===== src/rtl/mips_ctrl_pkg.sv =====
// Shared constants, encodings and state type for the multicycle MIPS main control.
package mips_ctrl_pkg;

  localparam int unsigned OPCODE_W = 6;
  localparam int unsigned ALUOP_W  = 4;
  localparam int unsigned SEL_W    = 2;

  localparam logic [OPCODE_W-1:0] OP_RTYPE = 6'd0;
  localparam logic [OPCODE_W-1:0] OP_J     = 6'd2;
  localparam logic [OPCODE_W-1:0] OP_JAL   = 6'd3;
  localparam logic [OPCODE_W-1:0] OP_BEQ   = 6'd4;
  localparam logic [OPCODE_W-1:0] OP_BNE   = 6'd5;
  localparam logic [OPCODE_W-1:0] OP_ADDI  = 6'd8;
  localparam logic [OPCODE_W-1:0] OP_SLTI  = 6'd10;
  localparam logic [OPCODE_W-1:0] OP_ANDI  = 6'd12;
  localparam logic [OPCODE_W-1:0] OP_ORI   = 6'd13;
  localparam logic [OPCODE_W-1:0] OP_XORI  = 6'd14;
  localparam logic [OPCODE_W-1:0] OP_LUI   = 6'd15;
  localparam logic [OPCODE_W-1:0] OP_LW    = 6'd35;
  localparam logic [OPCODE_W-1:0] OP_SW    = 6'd43;

  // aluop codes understood by the ALU control decoder
  localparam logic [ALUOP_W-1:0] ALUOP_ADD   = 4'b0000;
  localparam logic [ALUOP_W-1:0] ALUOP_SUB   = 4'b0001;
  localparam logic [ALUOP_W-1:0] ALUOP_RTYPE = 4'b0010;
  localparam logic [ALUOP_W-1:0] ALUOP_ANDI  = 4'b0011;
  localparam logic [ALUOP_W-1:0] ALUOP_LUI   = 4'b0100;
  localparam logic [ALUOP_W-1:0] ALUOP_SLTI  = 4'b0101;
  localparam logic [ALUOP_W-1:0] ALUOP_XORI  = 4'b0110;
  localparam logic [ALUOP_W-1:0] ALUOP_ORI   = 4'b0111;

  localparam logic [SEL_W-1:0] REG_DST_RT = 2'd0;
  localparam logic [SEL_W-1:0] REG_DST_RD = 2'd1;
  localparam logic [SEL_W-1:0] REG_DST_RA = 2'd2;

  localparam logic [SEL_W-1:0] M2R_ALUOUT = 2'd0;
  localparam logic [SEL_W-1:0] M2R_MDR    = 2'd1;
  localparam logic [SEL_W-1:0] M2R_PC     = 2'd2;

  localparam logic [SEL_W-1:0] ALU_B_REG     = 2'd0;
  localparam logic [SEL_W-1:0] ALU_B_FOUR    = 2'd1;
  localparam logic [SEL_W-1:0] ALU_B_IMM     = 2'd2;
  localparam logic [SEL_W-1:0] ALU_B_IMM_SL2 = 2'd3;

  localparam logic [SEL_W-1:0] PC_SRC_ALU    = 2'd0;
  localparam logic [SEL_W-1:0] PC_SRC_ALUOUT = 2'd1;
  localparam logic [SEL_W-1:0] PC_SRC_JUMP   = 2'd2;

  typedef enum logic [3:0] {
    ST_IDLE, ST_FETCH, ST_DECODE, ST_MEM_ADDR, ST_MEM_READ, ST_MEM_WB,
    ST_MEM_WRITE, ST_R_EXEC, ST_R_WB, ST_I_EXEC, ST_I_WB, ST_BRANCH,
    ST_JUMP, ST_HALT
  } state_t;

  typedef enum logic [2:0] {
    CLS_MEM, CLS_R, CLS_BRANCH, CLS_JUMP, CLS_IMM, CLS_ILLEGAL
  } op_class_t;

  // Moore control word held in the output register
  typedef struct packed {
    logic               pc_write;
    logic               pc_write_cond;
    logic               pc_write_ncond;
    logic               i_or_d;
    logic               mem_read;
    logic               mem_write;
    logic [SEL_W-1:0]   reg_dst;
    logic [SEL_W-1:0]   mem_to_reg;
    logic               reg_write;
    logic               alu_src_a;
    logic [SEL_W-1:0]   alu_src_b;
    logic [ALUOP_W-1:0] aluop;
    logic [SEL_W-1:0]   pc_source;
    logic               halted;
  } ctrl_t;

  // Control word asserted while the FSM sits in state s
  function automatic ctrl_t state_ctrl(input state_t s,
                                       input logic [ALUOP_W-1:0] imm_aluop,
                                       input logic is_bne,
                                       input logic is_jal);
    ctrl_t c;
    c = '0;
    case (s)
      ST_FETCH: begin
        c.mem_read  = 1'b1;
        c.alu_src_b = ALU_B_FOUR;
        c.aluop     = ALUOP_ADD;
        c.pc_source = PC_SRC_ALU;
      end
      ST_DECODE: c.alu_src_b = ALU_B_IMM_SL2;
      ST_MEM_ADDR: begin
        c.alu_src_a = 1'b1;
        c.alu_src_b = ALU_B_IMM;
      end
      ST_MEM_READ: begin
        c.mem_read = 1'b1;
        c.i_or_d   = 1'b1;
      end
      ST_MEM_WB: begin
        c.reg_write  = 1'b1;
        c.reg_dst    = REG_DST_RT;
        c.mem_to_reg = M2R_MDR;
      end
      ST_MEM_WRITE: begin
        c.mem_write = 1'b1;
        c.i_or_d    = 1'b1;
      end
      ST_R_EXEC: begin
        c.alu_src_a = 1'b1;
        c.alu_src_b = ALU_B_REG;
        c.aluop     = ALUOP_RTYPE;
      end
      ST_R_WB: begin
        c.reg_write  = 1'b1;
        c.reg_dst    = REG_DST_RD;
        c.mem_to_reg = M2R_ALUOUT;
      end
      ST_I_EXEC: begin
        c.alu_src_a = 1'b1;
        c.alu_src_b = ALU_B_IMM;
        c.aluop     = imm_aluop;
      end
      ST_I_WB: begin
        c.reg_write  = 1'b1;
        c.reg_dst    = REG_DST_RT;
        c.mem_to_reg = M2R_ALUOUT;
      end
      ST_BRANCH: begin
        c.alu_src_a      = 1'b1;
        c.alu_src_b      = ALU_B_REG;
        c.aluop          = ALUOP_SUB;
        c.pc_source      = PC_SRC_ALUOUT;
        c.pc_write_cond  = ~is_bne;
        c.pc_write_ncond = is_bne;
      end
      ST_JUMP: begin
        c.pc_write  = 1'b1;
        c.pc_source = PC_SRC_JUMP;
        if (is_jal) begin
          c.reg_write  = 1'b1;
          c.reg_dst    = REG_DST_RA;
          c.mem_to_reg = M2R_PC;
        end
      end
      ST_HALT: c.halted = 1'b1;
      default: c = '0;
    endcase
    return c;
  endfunction

endpackage


===== src/rtl/mips_op_class.sv =====
// Opcode classifier shared by the DECODE dispatch and the immediate-op aluop selection.
module mips_op_class
  import mips_ctrl_pkg::*;
(
  input  logic [OPCODE_W-1:0] opcode,
  output op_class_t           op_class_c,
  output logic [ALUOP_W-1:0]  imm_aluop_c,
  output logic                is_bne_c,
  output logic                is_jal_c,
  output logic                legal_c
);

  // Map opcode to its instruction class and immediate aluop
  always_comb begin
    op_class_c  = CLS_ILLEGAL;
    imm_aluop_c = ALUOP_ADD;
    legal_c     = 1'b1;
    is_bne_c    = (opcode == OP_BNE);
    is_jal_c    = (opcode == OP_JAL);
    case (opcode)
      OP_LW, OP_SW:   op_class_c = CLS_MEM;
      OP_RTYPE:       op_class_c = CLS_R;
      OP_BEQ, OP_BNE: op_class_c = CLS_BRANCH;
      OP_J, OP_JAL:   op_class_c = CLS_JUMP;
      OP_ADDI: begin op_class_c = CLS_IMM; imm_aluop_c = ALUOP_ADD;  end
      OP_SLTI: begin op_class_c = CLS_IMM; imm_aluop_c = ALUOP_SLTI; end
      OP_ANDI: begin op_class_c = CLS_IMM; imm_aluop_c = ALUOP_ANDI; end
      OP_ORI:  begin op_class_c = CLS_IMM; imm_aluop_c = ALUOP_ORI;  end
      OP_XORI: begin op_class_c = CLS_IMM; imm_aluop_c = ALUOP_XORI; end
      OP_LUI:  begin op_class_c = CLS_IMM; imm_aluop_c = ALUOP_LUI;  end
      default: legal_c = 1'b0;
    endcase
  end

endmodule


===== src/rtl/mips_multicycle_ctrl.sv =====
// Main control FSM for the multicycle MIPS datapath with ready-handshaked memory.
module mips_multicycle_ctrl
  import mips_ctrl_pkg::*;
#(
  parameter bit ILLEGAL_TRAP = 1'b1
)(
  input  logic                clk,
  input  logic                rst,
  input  logic [OPCODE_W-1:0] opcode,
  input  logic                mem_ready,
  output logic                pc_write,
  output logic                pc_write_cond,
  output logic                pc_write_ncond,
  output logic                i_or_d,
  output logic                mem_read,
  output logic                mem_write,
  output logic                ir_write,
  output logic [SEL_W-1:0]    reg_dst,
  output logic [SEL_W-1:0]    mem_to_reg,
  output logic                reg_write,
  output logic                alu_src_a,
  output logic [SEL_W-1:0]    alu_src_b,
  output logic [ALUOP_W-1:0]  aluop,
  output logic [SEL_W-1:0]    pc_source,
  output logic                halted,
  output logic                illegal_op
);

  state_t             state, state_nxt;
  ctrl_t              ctrl_q;
  op_class_t          op_class;
  logic [ALUOP_W-1:0] imm_aluop;
  logic               is_bne, is_jal, legal;
  logic               fetch_done;

  mips_op_class u_op_class (
    .opcode      (opcode),
    .op_class_c  (op_class),
    .imm_aluop_c (imm_aluop),
    .is_bne_c    (is_bne),
    .is_jal_c    (is_jal),
    .legal_c     (legal)
  );

  // Next-state sequencing; memory states hold until mem_ready
  always_comb begin
    state_nxt = state;
    case (state)
      ST_IDLE:      state_nxt = ST_FETCH;
      ST_FETCH:     if (mem_ready) state_nxt = ST_DECODE;
      ST_DECODE: begin
        case (op_class)
          CLS_MEM:    state_nxt = ST_MEM_ADDR;
          CLS_R:      state_nxt = ST_R_EXEC;
          CLS_BRANCH: state_nxt = ST_BRANCH;
          CLS_JUMP:   state_nxt = ST_JUMP;
          CLS_IMM:    state_nxt = ST_I_EXEC;
          default:    state_nxt = ILLEGAL_TRAP ? ST_HALT : ST_FETCH;
        endcase
      end
      ST_MEM_ADDR:  state_nxt = (opcode == OP_SW) ? ST_MEM_WRITE : ST_MEM_READ;
      ST_MEM_READ:  if (mem_ready) state_nxt = ST_MEM_WB;
      ST_MEM_WRITE: if (mem_ready) state_nxt = ST_FETCH;
      ST_R_EXEC:    state_nxt = ST_R_WB;
      ST_I_EXEC:    state_nxt = ST_I_WB;
      ST_MEM_WB, ST_R_WB, ST_I_WB, ST_BRANCH, ST_JUMP: state_nxt = ST_FETCH;
      ST_HALT:      state_nxt = ST_HALT;
      default:      state_nxt = ST_IDLE;
    endcase
  end

  // State and control-word registers; the control word is decoded from the next state
  always_ff @(posedge clk) begin
    if (rst) begin
      state  <= ST_IDLE;
      ctrl_q <= '0;
    end else begin
      state  <= state_nxt;
      ctrl_q <= state_ctrl(state_nxt, imm_aluop, is_bne, is_jal);
    end
  end

  // Instruction load and PC increment complete together on the fetch handshake
  assign fetch_done     = (state == ST_FETCH) && mem_ready;
  assign ir_write       = fetch_done;
  assign pc_write       = ctrl_q.pc_write | fetch_done;
  assign illegal_op     = (state == ST_DECODE) && !legal;

  assign pc_write_cond  = ctrl_q.pc_write_cond;
  assign pc_write_ncond = ctrl_q.pc_write_ncond;
  assign i_or_d         = ctrl_q.i_or_d;
  assign mem_read       = ctrl_q.mem_read;
  assign mem_write      = ctrl_q.mem_write;
  assign reg_dst        = ctrl_q.reg_dst;
  assign mem_to_reg     = ctrl_q.mem_to_reg;
  assign reg_write      = ctrl_q.reg_write;
  assign alu_src_a      = ctrl_q.alu_src_a;
  assign alu_src_b      = ctrl_q.alu_src_b;
  assign aluop          = ctrl_q.aluop;
  assign pc_source      = ctrl_q.pc_source;
  assign halted         = ctrl_q.halted;

endmodule


===== config.mk =====
export PLATFORM = sky130hd
export DESIGN_NAME = mips_multicycle_ctrl
export DESIGN_NICKNAME = d
export VERILOG_FILES = /design/src/rtl/mips_ctrl_pkg.sv /design/src/rtl/mips_op_class.sv /design/src/rtl/mips_multicycle_ctrl.sv
export SDC_FILE = /design/constraint.sdc
export NUM_CORES = 1
export LEC_CHECK = 0
export CORE_MARGIN = 2
export CORE_UTILIZATION = 45
export DETAILED_ROUTE_END_ITERATION = 8
export PLACE_DENSITY = 0.8
export SYNTH_ARGS = -nofsm -noshare
export SYNTH_HDL_FRONTEND = slang
export SYNTH_SLANG_ARGS = --single-unit

===== constraint.sdc =====
create_clock -name clk -period 2.85 [get_ports clk]
set_clock_uncertainty 0.2 [all_clocks]
set_input_delay 0.7125 -clock clk [delete_from_list [all_inputs] [get_ports clk]]
set_output_delay 0.7125 -clock clk [all_outputs]
set_load 0.05 [all_outputs]

==> metrics.cfg, run 1 <==
[clock_network]
cts_tree=yes
clk_latency_ns=0.31
path_clk_slew_ns=0.11
cts_root_buf=clkbuf_4
cts.sinks=23
h-tree-depth=1
clock_path_buffers=2
cts_buffers=3

[worst_setup_path]
cpPeakStageDelay_ns=0.31
cp_cell_sequence=dlygate4sd2_1 > buf_4 > inv_1 > o22ai_1 > o31ai_1 > nor2_2 > buf_12
worst-r2r-setup-slack_ns=0.62
endpoint_kind=output port
arrival_ns=1.90
critPathMaxFanout=6
worstPathRequired_ns=1.94
crit_type=in -> out
crit_slowest_cell=dlygate4sd2_1
start_kind=input pin

[global_route]
gr-total-overflow=0
grt_start_max_net_pins=14
grtUsageTotal_pct=19.7
antenna_found_initial=0
grt_pass1_wl_um=4930
first_global_vias=1119

[power_and_ir_drop]
p_total_uw=759
leakage_nw=0.700
p_clk_share_pct=18.9
combPwrFrac_pct=35.0
power_frac_seq_pct=46.1
power.density_nw_per_um2=445
ir_worst_vdd_v=0.000362
p_int_uw=508
switching_share_pct=33.1
p_sw_uw=251

[floorplan]
rows=18
start_util_pct=47.8
core_region_area_um2=2500
io_pins=32
die_w_um=55.6
die_h_um=55.6
dieArea_um2=3090

[timing]
period_minus_slack_ns=2.82
worst_pin_slew_ns=0.502
finalSetupViolCount=0
slew_violations=0
fin_ws_ns=0.0349
rsz0062_at_grt=no
max_freq_mhz=355
finalHoldViolations=0
slew-limit-headroom_pct=66.4
hold_slack_ns=0.567
finalCritPeriodShare_pct=98.8

[logic_synthesis]
syn_nets=152
ys.flop_type=dfxtp_1
synth-edff-count=0
synthArstFlopShare_pct=0
syn_area_um2=1200
synthDistinctLibCells=45
synth_area_per_cell_um2=8.36
syn_inst=143
ys_warn_count=0
ys_seq_area_share_pct=38.5
ys_seq_elements=23

[routing]
drt_iter0_markers=30
viasPerCell=5.43
antenna_left=0
post_drt_wl_per_cell_um=13.2
drc_errors=0
drtPass1Iterations=4
wirelength_um=2900
vias=1190

[cells_and_area]
drive_gt1_share_pct=26.5
largest_register_ffs=4
regMostFlops=state
diodes=0
areaGrowthSynthToFinish_pct=42.7
nNetsFinal=199
final_area_um2=1710
fin_util_pct=68.3

[placement]
place_area_um2=1680
place.gp.congestion=0.907
hpwl_um=2330
place_ws_ns=-0.230
numPortBuffers=30

[outcome]
status=completed

[min_path]
worstHoldPathType=in -> reg

[job]
drv_cap=0

==> worst paths after layout <==
check,from,to,depth (start not counted)
worst max-delay path,opcode[1],illegal_op,7
worst min-delay path,opcode[2],pc_write_ncond,3
worst max register to register,state[3],pc_write_cond,6
worst min register to register,state[0],state[1],4
==> critical path, delay by kind of cell <==
| family | cells | cell delay [ns] |
|---|---|---|
| simple gates | 1 | 0.14 |
| compound gates | 2 | 0.38 |
| buf+inv | 4 | 0.68 |
==> placed cells by master, fill, tap and decap left out, drive strengths merged, types with 2 or more instances in the layout <==
cell type      netlist  final
a21oi                4      4
or3b                 2      2
nand3                6      6
or3                  4      4
and3                 3      3
nor2b                6      6
nor2                12     12
clkdlybuf4s50        0     21
or2                  3      3
o22ai                2      2
nor3b                2      2
o21ai                6      6
nor3                 6      6
dfxtp               23     23
nand2               11     11
dlygate4sd2          0      5
clkbuf               1      4
o31ai                2      2
nor4                 5      5
o221ai               2      2
inv                  4      4
nand2b               3      3
buf                 16     32
nand4                2      2
==> synth_stat cells (2+ instances only) <==
library cell | n | area [um2]
nand4_1 | 2 | 12.5
inv_1 | 4 | 15.0
nand2_1 | 11 | 41.3
buf_2 | 2 | 10.0
o22ai_1 | 2 | 12.5
and3_1 | 3 | 18.8
o221ai_1 | 2 | 17.5
nand2b_1 | 2 | 12.5
o21ai_0 | 5 | 25.0
or2_2 | 3 | 18.8
nor4_1 | 5 | 31.3
dfxtp_1 | 23 | 460
buf_4 | 14 | 105
nor3_1 | 6 | 30.0
nor2b_1 | 6 | 37.5
nor2_1 | 12 | 45.0
nand3_1 | 6 | 30.0
a21oi_1 | 4 | 20.0
nor3b_1 | 2 | 15.0
or3_1 | 4 | 25.0
==> through the flow <==
stage / instances / setup TNS, ns
3_3_place_gp: 215 / -1.36
2_1_floorplan: 143 / 0
4_1_cts: 219 / 0
6_report: 219 / 0
3_5_place_dp: 215 / -2.16
5_1_grt: 219 / 0
==> metal layers <==
layer  global-route usage [%]  share of wire [%]  up-vias
met5                        0                  0        -
met4                     4.53               0.73        0
met3                     4.45                5.2        4
met2                     34.7                 51       46
met1                     24.4                 43      544
li1                         -                  -      596
==> timing repair <==
item	4_1_cts	5_1_grt
buffers inserted	0	0
hold buffers	0	0
endpoints found under the setup margin	3	2
resized for setup	10	3
pin swaps	1	0
==> cell type report <==
cell class	instances	area [um2]
Fill cell	195	793
Multi-Input combinational cell	99	626
Timing Repair Buffer	59	537
Sequential cell	23	464
Tap cell	30	37.5
Clock buffer	3	22.5
Inverter	4	15.0
Clock inverter	1	5.00
==> cells by family after synthesis <==
family	count (synthesis)	share of synthesized area, %
muxes	1	0.837
buffers and inverters	21	11.2
other	1	0.314
and+or+nand+nor	69	31.6
DFF	23	38.5
AOI/OAI and AO/OA	27	16.8
xor gates and xnor gates	1	0.732
==> power groups by stage <==
stage | clock [mW] | sequential [mW] | combinational [mW]
6_report | 0.143 | 0.350 | 0.266
5_1_grt | 0.161 | 0.352 | 0.282
4_1_cts | 0.147 | 0.349 | 0.264
3_5_place_dp | 0 | 0.356 | 0.264
3_3_place_gp | 0 | 0.354 | 0.259
2_1_floorplan | 0 | 0.370 | 0.142
Note: power is estimated with default switching activity, not from simulation.
==> run 2, diff against run 1 <==
Settings changed: CORE_UTILIZATION 45 to 47, PLACE_DENSITY 0.8 to 0.83.
==> run 2 against run 1 <==
  * Combinational power fell by 2%
  * Critical path depth down 1
  * Utilization rose by 1.1 points
  * Sequential power about the same
  * Routed wire length increased by 0.73%
  * Register-to-register slack worse by 0.04 ns
  * Maximum frequency is 0.11% higher
  * Critical path type unchanged
  * Critical endpoint unchanged
  * Largest power group unchanged
  * Highest routed layer unchanged
==> metrics.cfg, run 2 (same netlist as run 1, synthesis figures left out) <==
[outcome]
status=completed

[placement]
numPortBuffers=30  ; unchanged
hpwl_um=2270  ; -2.3%
place.gp.congestion=0.834  ; -8.0%
place_inst=213  ; -0.93%
place_ws_ns=-0.290  ; -0.0607 ns

[floorplan]
start_util_pct=48.7  ; +0.88 points
io_pins=32  ; unchanged
die_h_um=54.4  ; -2.0%
die_w_um=54.4  ; -2.0%
dieArea_um2=2960  ; -4.0%
rows=18  ; unchanged
core_region_area_um2=2450  ; -1.8%

[power_and_ir_drop]
p_total_uw=754  ; -0.65%
combPwrFrac_pct=34.8  ; -0.2 points
power_frac_seq_pct=46.8  ; +0.7 points
p_int_uw=507  ; -0.14%
leakage_nw=0.702  ; +0.26%
p_clk_share_pct=18.4  ; -0.5 points
ir_worst_vdd_v=0.000486  ; +34%
switching_share_pct=32.7  ; -0.34 points
p_sw_uw=247  ; -1.7%
power.density_nw_per_um2=443  ; -0.44%

[global_route]
gr-total-overflow=0  ; unchanged
antenna_found_initial=0  ; unchanged
first_global_vias=1118  ; -0.089%
grt_pass1_wl_um=4640  ; -6.0%
grt_start_max_net_pins=14  ; unchanged
grtUsageTotal_pct=21.5  ; +1.8 points

[routing]
drc_errors=0  ; unchanged
viasPerCell=5.63  ; +3.6%
drt_iter0_markers=39  ; +30%
wirelength_um=2920  ; +0.73%
post_drt_wl_per_cell_um=13.4  ; +1.7%
drtPass1Iterations=4  ; unchanged
vias=1221  ; +2.6%
antenna_left=0  ; unchanged

[cells_and_area]
diodes=0  ; unchanged
nNetsFinal=197  ; -1.0%
layout_commonest_cell=buf_4
regMostFlops=state
layout_common_cells=27 x buf_4, 21 x dfxtp_1, 21 x clkdlybuf4s50_1
stdcell_count=217  ; -0.91%
drive_gt1_share_pct=26.2  ; -0.25 points
largest_register_ffs=4  ; unchanged
areaGrowthSynthToFinish_pct=42.4

[timing]
rsz0062_at_grt=no
period_minus_slack_ns=2.81  ; -0.00306 ns
slew_violations=0  ; unchanged
worst_pin_slew_ns=0.497  ; -0.00501 ns
finalSetupViolCount=0  ; unchanged
hold_slack_ns=0.687  ; +0.120 ns
fin_ws_ns=0.0380  ; +0.00306 ns
finalCritPeriodShare_pct=98.7  ; -0.11 points
slew-limit-headroom_pct=66.8  ; +0.34 points
max_freq_mhz=356  ; +0.11%
finalHoldViolations=0  ; unchanged

[clock_network]
cts_root_buf=clkbuf_4
postCtsHoldBufs=0  ; unchanged
path_clk_slew_ns=0.12  ; about the same
clock_path_buffers=2  ; unchanged
cts_buffers=3  ; unchanged
cts.sinks=23  ; unchanged
cts_tree=yes
h-tree-depth=1  ; unchanged
clk_latency_ns=0.30  ; about the same

[job]
drv_cap=0  ; unchanged

[min_path]
worstHoldPathType=reg -> reg

[worst_setup_path]
worstPathRequired_ns=1.94  ; about the same
critPathMaxFanout=10  ; +4
start_kind=input pin
crit_type=in -> out
arrival_ns=1.90  ; about the same
endpoint_kind=output port

-- run 2: layout make-up --
| type | instances | area, um2 |
|---|---|---|
| clock buffers | 3 | 22.5 |
| inverters | 4 | 15.0 |
| clock inverters | 1 | 5.00 |
| fillers | 191 | 752 |
| repair buffers | 57 | 529 |
| well taps | 30 | 37.5 |
| multi-input cells | 99 | 631 |
| flip-flops and latches | 23 | 463 |
-- run 2: final timing paths --
check	from	slack, ns	cells past startpoint	to
worst max register to register	state[3]	0.58	6	pc_write_cond
worst min register to register	state[0]	0.69	4	state[1]
worst min-delay path	state[0]	0.69	4	state[1]
worst max-delay path	opcode[0]	0.04	6	illegal_op
-- run 2: what timing repair did --
item                       CTS  global route
setup buffers                0             0
gates resized for setup      9             3
setup endpoints to repair    1             3
pin swaps                    2             0
-- run 2: layer usage --
metal  global-route usage, %  wire length [um]  part of all wire [%]
met1                    25.9              1200                    41
met2                    36.3              1440                    49
met4                    10.0                87                   3.0
met3                    4.64               194                   6.7
met5                       0                 0                     0
-- run 2: metrics by stage --
| stage | utilization [%] | setup TNS, ns | area [um2] |
|---|---|---|---|
| floorplan | - | 0 | 1210 |
| global placement | 67.7 | -1.02 | 1660 |
| detailed placement | 67.7 | -2.53 | 1660 |
| CTS | 69.2 | 0 | 1700 |
| global route | 69.4 | 0 | 1700 |
| finish | 69.4 | 0 | 1700 |
-- run 2: power groups by stage --
stage | logic, mW | clock network [mW] | registers (mW)
final | 0.262 | 0.139 | 0.353
after global routing | 0.280 | 0.155 | 0.355
after CTS | 0.260 | 0.143 | 0.352
after detailed placement | 0.259 | 0 | 0.359
after global placement | 0.252 | 0 | 0.357
after floorplan | 0.142 | 0 | 0.370
-- run 2: critical path: stages --
cell and delay, ns:
dlygate4sd2_1 0.33, nor4_1 0.43, o21ai_2 0.13, nand2_1 0.09, nor2_2 0.05, buf_12 0.15
==> run 3, diff against run 2 <==
Settings changed: CORE_UTILIZATION 47 to 43, PLACE_DENSITY 0.83 to 0.8, RECOVER_POWER set to 25.
Clock period 2.85 ns to 2.4 ns, I/O delays scaled along.
==> run 3 against run 2 <==
  * Non-clock buffer count is 25 higher
  * Sequential share of layout area is 3.5 points lower
  * Die area is 8.6% higher
  * Worst setup slack worse by 0.0066 ns
  * Register-to-register slack worse by 0.47 ns
  * Global-route usage is 2.8 points higher
  * Count of clock-buffer cells in the layout stayed put
  * Sequential cell count stayed put
  * Cell count is 12% higher
  * Via count is 14% higher
  * Largest power group unchanged
==> metrics.cfg, run 3 (same netlist as run 1, synthesis figures left out) <==
[routing]
drt_iter0_markers=66  ; +69%
wirelength_um=4000  ; +37%
post_drt_wl_per_cell_um=16.5  ; +23%
viasPerCell=5.72  ; +1.7%
drc_errors=0  ; unchanged
antenna_left=0  ; unchanged
drtPass1Iterations=4  ; unchanged
vias=1390  ; +14%

[worst_setup_path]
endpoint_kind=output port
timing.rr.start=state[1]
worstPathRequired_ns=1.60  ; -0.34 ns
ff2ff_path_depth=8  ; +2
crit_type=reg -> out
critPathMaxFanout=2  ; -8
worst-r2r-setup-slack_ns=0.11  ; -0.47 ns
rr_endpoint=reg_write
start_kind=flip-flop
arrival_ns=1.57  ; -0.33 ns

[cells_and_area]
layout_common_cells=50 x buf_4, 20 x dfxtp_1, 20 x clkdlybuf4s50_1
largest_register_ffs=4  ; unchanged
layout_commonest_cell=buf_4
nNetsFinal=222  ; +13%
drive_gt1_share_pct=44.8  ; +19 points
diodes=0  ; unchanged
areaGrowthSynthToFinish_pct=66.6
regMostFlops=state

[global_route]
grt_pass1_wl_um=6140  ; +32%
grtUsageTotal_pct=24.3  ; +2.8 points
gr-total-overflow=0  ; unchanged
first_global_vias=1342  ; +20%
grt_start_max_net_pins=14  ; unchanged
antenna_found_initial=0  ; unchanged

[timing]
rsz0062_at_grt=yes
worst_pin_slew_ns=0.518  ; +0.0208 ns
finalHoldViolations=0  ; unchanged
finalCritPeriodShare_pct=98.7
finalSetupViolCount=0  ; unchanged
slew-limit-headroom_pct=65.2  ; -1.6 points
slew_violations=0  ; unchanged
fin_ws_ns=0.0314  ; -0.00658 ns
max_freq_mhz=422
final.setup.tns_ns=0  ; unchanged
period_minus_slack_ns=2.37

[floorplan]
io_pins=32  ; unchanged
die_h_um=56.7  ; +4.2%
start_util_pct=44.1  ; -4.6 points
dieArea_um2=3220  ; +8.6%
rows=19  ; +1
core_region_area_um2=2710  ; +10%
die_w_um=56.7  ; +4.2%

[placement]
place.gp.congestion=0.884  ; +6.0%
hpwl_um=2570  ; +13%
place_ws_ns=-0.586  ; -0.296 ns
numPortBuffers=30  ; unchanged

[min_path]
worstHoldPathType=in -> reg
whs_path_depth=4  ; unchanged
worst_hold_path.endpoint=aluop[2]
holdCritStartpoint=opcode[1]

[clock_network]
cts_root_buf=clkbuf_4
h-tree-depth=1  ; unchanged
clk_latency_ns=0.31  ; about the same
cts_buffers=3  ; unchanged
cts.sinks=23  ; unchanged
path_clk_slew_ns=0.12  ; about the same
clock_path_buffers=2  ; unchanged
cts_tree=yes

[outcome]
status=completed

[power_and_ir_drop]
power.density_nw_per_um2=497  ; +12%
ir_worst_vdd_v=0.000505  ; +4.0%
leakage_nw=0.829  ; +18%

[job]
drv_cap=0  ; unchanged

==> run 3: area by class of cell <==
type,instances,area [um2]
clock buffers,3,22.5
clock inverters,1,5.00
fillers,189,717
inverters,4,15.0
multi-input cells,99,737
flip-flops and latches,23,472
well taps,31,38.8
repair buffers,82,703
==> run 3: power by group <==
part           switching, mW  leakage, nW  internal (mW)
sequential           0.00722        0.189          0.400
clock                  0.114       0.0177         0.0624
combinational          0.221        0.622          0.186
==> run 3: through the flow <==
step | utilization, % | instance area [um2] | cells | hold WS (ns) | power [mW]
detailed placement | 65.2 | 1770 | 226 | 0.651 | 0.754
global route | 73.5 | 1990 | 243 | 0.598 | 1.02
global placement | 65.2 | 1770 | 226 | 0.626 | 0.744
finish | 73.5 | 1990 | 243 | 0.568 | 0.992
floorplan | - | 1240 | 143 | 0.500 | 0.618
CTS | 70.2 | 1900 | 240 | 0.527 | 0.952
==> run 3: repair_timing <==
| item | in CTS | in global routing |
|---|---|---|
| pin swaps | 5 | 7 |
| setup buffers | 10 | 3 |
| endpoints found under the setup margin | 22 | 16 |
| gates resized for setup | 36 | 21 |
| hold buffers | 0 | 0 |
==> run 3: worst max-delay path by stage <==
| stage | start | end | cells past startpoint |
|---|---|---|---|
| after CTS | opcode[1] | illegal_op | 7 |
| after global placement | opcode[1] | reg_write | 7 |
| after global routing | state[2] | pc_write | 4 |
| after floorplan | state[2] | pc_write | 4 |
| after detailed placement | opcode[1] | reg_dst[1] | 7 |
| final | state[2] | pc_write | 4 |
==> run 3: metal layers <==
metal	vias up	GRT usage [%]	wire (um)	share of wire, %
met4	0	12.0	228	5.7
met2	77	42.7	1940	48
met3	31	6.22	257	6.4
met1	639	26.9	1580	39
met5	-	0	0	0
li1	643	-	-	-
==> run 3: critical path: stages, from the launching register on <==
cell	delay [ns]
dfxtp_4	0.37
or3b_4	0.41
nor3b_4	0.20
or2_4	0.15
buf_12	0.13
